**config.mk**
```make
export PLATFORM = sky130hd
export DESIGN_NAME = reg_rename_file
export DESIGN_NICKNAME = d
export VERILOG_FILES = /design/src/rtl/reg_rename_file.sv
export SDC_FILE = /design/constraint.sdc
export NUM_CORES = 2
export LEC_CHECK = 0
export ABC_AREA = 1
export CAP_MARGIN = 20
export CORE_MARGIN = 5
export CORE_UTILIZATION = 31
export DETAILED_ROUTE_END_ITERATION = 8
export GPL_ROUTABILITY_DRIVEN = 0
export PLACE_DENSITY_LB_ADDON = 0.12
export SLEW_MARGIN = 5
export SYNTH_ARGS = -nofsm -noshare
export SYNTH_HDL_FRONTEND = slang
export SYNTH_SLANG_ARGS = --single-unit
```
**constraint.sdc**
```tcl
create_clock -name clk -period 21.3 [get_ports clk]
set_input_delay 3.195 -clock clk [delete_from_list [all_inputs] [get_ports clk]]
set_output_delay 3.195 -clock clk [all_outputs]
set_load 0.1 [all_outputs]
```
**src/rtl/reg_rename_file.sv**
```systemverilog
// Architectural register file with per-register ROB rename tags; x0 reads as zero and is never renamed.
// Optional same-cycle commit-to-read bypass is enabled by defining RF_COMMIT_BYPASS_EN.
module reg_rename_file #(
  parameter int unsigned XLEN = 32,
  parameter int unsigned NREG = 32,
  parameter int unsigned TAGW = 3,
  parameter int unsigned RIDX = $clog2(NREG)
) (
  input  logic            clk,
  input  logic            rst,
  input  logic [RIDX-1:0] rs1,
  input  logic [RIDX-1:0] rs2,
  input  logic            issue_valid,
  input  logic [RIDX-1:0] issue_rd,
  input  logic [TAGW-1:0] issue_tag,
  input  logic            commit,
  input  logic [RIDX-1:0] commit_rd,
  input  logic [TAGW-1:0] commit_num,
  input  logic [XLEN-1:0] commit_value,
  input  logic            flush,
  output logic [XLEN-1:0] value1_rf,
  output logic [XLEN-1:0] value2_rf,
  output logic [TAGW-1:0] query1_rf,
  output logic [TAGW-1:0] query2_rf
);

  logic [XLEN-1:0] regs      [1:NREG-1];
  logic [TAGW-1:0] tags      [1:NREG-1];
  logic [TAGW-1:0] tags_next [1:NREG-1];

  // Full 0..NREG-1 views so the read ports can index with rs directly; entry 0 is the hardwired x0.
  logic [XLEN-1:0] reg_view [NREG];
  logic [TAGW-1:0] tag_view [NREG];

  // Tag next-state: later assignments win, giving flush > rename > matching commit clear.
  // NOTE: combinational blocks use blocking '=' with a default first so no latch is inferred.
  always_comb begin
    for (int i = 1; i < NREG; i++) begin
      tags_next[i] = tags[i];
      if (commit && commit_rd == RIDX'(i) && tags[i] == commit_num)
        tags_next[i] = '0;
      if (issue_valid && issue_rd == RIDX'(i))
        tags_next[i] = issue_tag;
      if (flush)
        tags_next[i] = '0;
    end
  end

  // NOTE: the register array is reset here because architectural state must read zero after reset;
  // storage that is only ever read after being written would normally be left unreset.
  always_ff @(posedge clk or posedge rst) begin
    if (rst) begin
      for (int i = 1; i < NREG; i++) begin
        regs[i] <= '0;
        tags[i] <= '0;
      end
    end else begin
      for (int i = 1; i < NREG; i++) begin
        tags[i] <= tags_next[i];
        if (commit && commit_rd == RIDX'(i))
          regs[i] <= commit_value;
      end
    end
  end

  always_comb begin
    reg_view[0] = '0;
    tag_view[0] = '0;
    for (int i = 1; i < NREG; i++) begin
      reg_view[i] = regs[i];
      tag_view[i] = tags[i];
    end
  end

  // A commit resolving the tag a reader is waiting on; only meaningful for a live (nonzero) tag.
  function automatic logic bypass_hit(input logic [RIDX-1:0] rs);
    return commit && (commit_rd == rs) && (rs != '0) &&
           (tag_view[rs] != '0) && (tag_view[rs] == commit_num);
  endfunction

  always_comb begin
    value1_rf = '0;
    query1_rf = '0;
    if (!rst) begin
      if (tag_view[rs1] == '0) value1_rf = reg_view[rs1];
      else                     query1_rf = tag_view[rs1];
`ifdef RF_COMMIT_BYPASS_EN
      if (bypass_hit(rs1)) begin
        value1_rf = commit_value;
        query1_rf = '0;
      end
`endif
    end
  end

  always_comb begin
    value2_rf = '0;
    query2_rf = '0;
    if (!rst) begin
      if (tag_view[rs2] == '0) value2_rf = reg_view[rs2];
      else                     query2_rf = tag_view[rs2];
`ifdef RF_COMMIT_BYPASS_EN
      if (bypass_hit(rs2)) begin
        value2_rf = commit_value;
        query2_rf = '0;
      end
`endif
    end
  end

`ifndef RF_COMMIT_BYPASS_EN
  // Bypass helper is only referenced when the bypass is built in.
  logic unused_bypass;
  assign unused_bypass = bypass_hit(rs1) & bypass_hit(rs2);
`endif

endmodule

```
==> impl_metrics.toml <==
[yosys]
ys.warnings.count = 0
syn_nets = 8827
ys.flop_type = "dfrtp_1"
syn_inst = 8764
synth_edf_count = 0
ys_async_sr_fraction = 1.000
yosys_register_bits = 1085
synth_area_mm2 = 0.06161
ys_seq_area_frac = 0.4407
postSynthAreaPerCell_um2 = 7.030
ys_types = 24

[clocking]
clk-insertion-delay-late_ns = 0.78
post-cts-setup-buffers = 0
clk_path_buf_depth = 3
cts.repair.resized = 0
cts_max_level = 4
cts-buffers-inserted = 137
cts_root_buf = "clkbuf_16"
postCtsHoldBufs = 0
clkTransAtPathRegs_ns = 0.05
clock_sinks = 1085
tritoncts = "built"

[worst_setup_path]
crit_path_top_delay_cell = "clkdlybuf4s50_1"
crit_type = "input port to primary output"
required_ns = 18.11
start_kind = "input port"
path_buf_inv = 5
endpoint_kind = "primary output"
cp_cell_sequence = "buf_8, buf_12, buf_4, buf_4, a21oi_1, o21ai_0, nand3_1, nand3_1, nand3_1, nand2_1, nand2_1, nor2_1, clkdlybuf4s50_1"
cpPeakStageDelay_ns = 1.19
crit_fanout = 214
critPathArrivalTime_ns = 8.49
critical-path-top-delay-family = "buffers and inverters"
reg2reg_slack_ns = 20.09
crit_top_cell = "nand3_1"

[timing]
finalHoldViolations = 0
worst_slew_pin_slew_ns = 1.209
fmax_mhz = 85.56
max_slew_margin = 0.1939
whs_ns = 0.5073
setup_viol = 0
fin_crit_sh = 0.5487
maxSlewViolCount = 0
fin_skew_ns = 0.01023
fin_crit_ns = 11.69
rsz0062_at_grt = "false"
fin_setup_tns_ns = 0

[power_and_ir_drop]
total_power_mw = 6.229
power_leakage_nw = 29.71
power.density_mw_per_mm2 = 91.46
ir_worst_vdd_uv = 83.32

[route]
wire_per_inst_um = 25.01
drt_first_pass_iters = 6
drt_iter0_drc = 7144
ant_nets = 0
vias = 60940
viasPerCell = 5.471
drc = 0
drt-total-wl_um = 278500

[global_route]
grt_pass1_wl_um = 409800
antenna_found_initial = 8
grt_pass1_vias = 58630
grt_usage = 0.2598
grt_max_degree = 215
grt_overflow = 0

[min_path]
hold_class = "register to register"

[final_layout]
nets = 8452
fillCellCount = 21170
finish.instance_area_mm2 = 0.06811
ff_latch_area_mm2 = 0.02715
multiInputGateArea_mm2 = 0.02984
fin_util = 0.3446
area_growth_pct = 10.55
drive_above_1_share = 0.04509

[die]
std_cell_rows = 163
start_util = 0.3118
core_mm2 = 0.1976
io_pins = 133
die_w_um = 455.8
die-area_mm2 = 0.2078
die_y_um = 455.8

[placed_design]
placed_area_mm2 = 0.06360
io_buffers = 132
post-dp-hpwl_um = 154400

[outcome]
status = "complete, no violations"

[run]
max-cap-violations = 0
==> cells in the mapped netlist (43+ instances only) <==
master | count | area share
a21oi_1 | 270 | 0.022
buf_1 | 67 | 0.0041
buf_2 | 142 | 0.012
buf_4 | 106 | 0.013
clkbuf_1 | 417 | 0.025
dfrtp_1 | 1085 | 0.44
inv_1 | 235 | 0.014
nand2_1 | 3051 | 0.19
nand3_1 | 1763 | 0.14
nor2_1 | 130 | 0.0079
o21ai_0 | 1193 | 0.097
o21ai_1 | 43 | 0.0035
o22ai_1 | 63 | 0.0064
xnor2_1 | 93 | 0.013
==> final timing paths <==
kind                               startpoint       endpoint  cells after the start
worst min-delay path            reg_view[611]  reg_view[611]                      2
worst max-delay path                   rs1[0]  value1_rf[25]                     13
worst max register to register   tag_view[92]   tag_view[91]                      6
max in group asynchronous                 rst  reg_view[312]                      6
worst min register to register  reg_view[611]  reg_view[611]                      2
min in group asynchronous                 rst   tag_view[66]                      2
==> state kept, by name, indices dropped and copies added (netlist names) <==
name      count
tag_view     93
reg_view    992
==> logic make-up after synthesis <==
kind of cell,after synthesis,synth area share
AO/OA/AOI/OAI,1581,0.1304
XOR/XNOR,93,0.01322
buffers and inverters,1031,0.07563
flip-flops,1085,0.4407
AND/OR/NAND/NOR,4974,0.3401
==> worst register-to-register path, stage by stage, from the launching register on <==
cell,delay (ns)
dfrtp_1,0.45
xnor2_1,0.18
nand4_1,0.10
nand3_1,0.10
inv_1,0.09
nand2_1,0.06
o21ai_0,0.08
==> layer usage <==
metal | wire length [um] | up-vias | track usage
li1 | - | 28270 | -
met1 | 120500 | 29680 | 0.3488
met2 | 127900 | 2530 | 0.4227
met3 | 16810 | 460 | 0.03022
met4 | 13370 | 0 | 0.1146
met5 | 0 | - | 0
==> cell usage in the layout, fill, tap and decap left out, types with 2 or more instances in the layout <==
master	n
bufinv_16	7
nor2_1	126
clkinv_8	2
dfrtp_1	1085
buf_2	5
a21oi_1	270
nand2_2	3
buf_16	2
xnor2_1	93
o21ai_0	1193
clkdlybuf4s50_1	119
o21ai_1	43
nor3_1	2
diode_2	3
nand3_2	2
inv_8	7
inv_1	231
inv_6	4
a41oi_1	8
nand4_1	24
o211ai_1	4
inv_2	25
clkbuf_1	41
clkinvlp_4	2
nand2_1	3048
clkbuf_16	143
clkinv_2	31
buf_4	108
nand3_1	1762
buf_8	4
nor2_4	3
buf_6	2
o22ai_1	63
buf_12	6
inv_4	2
clkbuf_8	20
or2_2	3
==> final cells by class <==
class                   instances  area share
clock buffers                 204     0.05884
well taps                    2640     0.04850
multi-input cells            6648      0.4381
flip-flops and latches       1085      0.3986
diodes                          3   0.0001102
clock inverters                41    0.006430
inverters                     271     0.01589
repair buffers                246     0.03354
==> through the flow <==
| step | worst slack, ns | cells |
|---|---|---|
| after detailed placement | 9.559 | 10890 |
| final | 9.612 | 11140 |
| after global routing | 9.165 | 11140 |
| after CTS | 9.560 | 11130 |
| after floorplan | 5.667 | 8764 |
| after global placement | 9.555 | 10890 |
==> power by group <==
| part | total (mW) | internal (mW) | switching, mW |
|---|---|---|---|
| clock | 2.36 | 1.39 | 0.974 |
| combinational | 1.18 | 0.388 | 0.792 |
| sequential | 2.69 | 2.43 | 0.264 |
(Power assumes the default switching activity.)
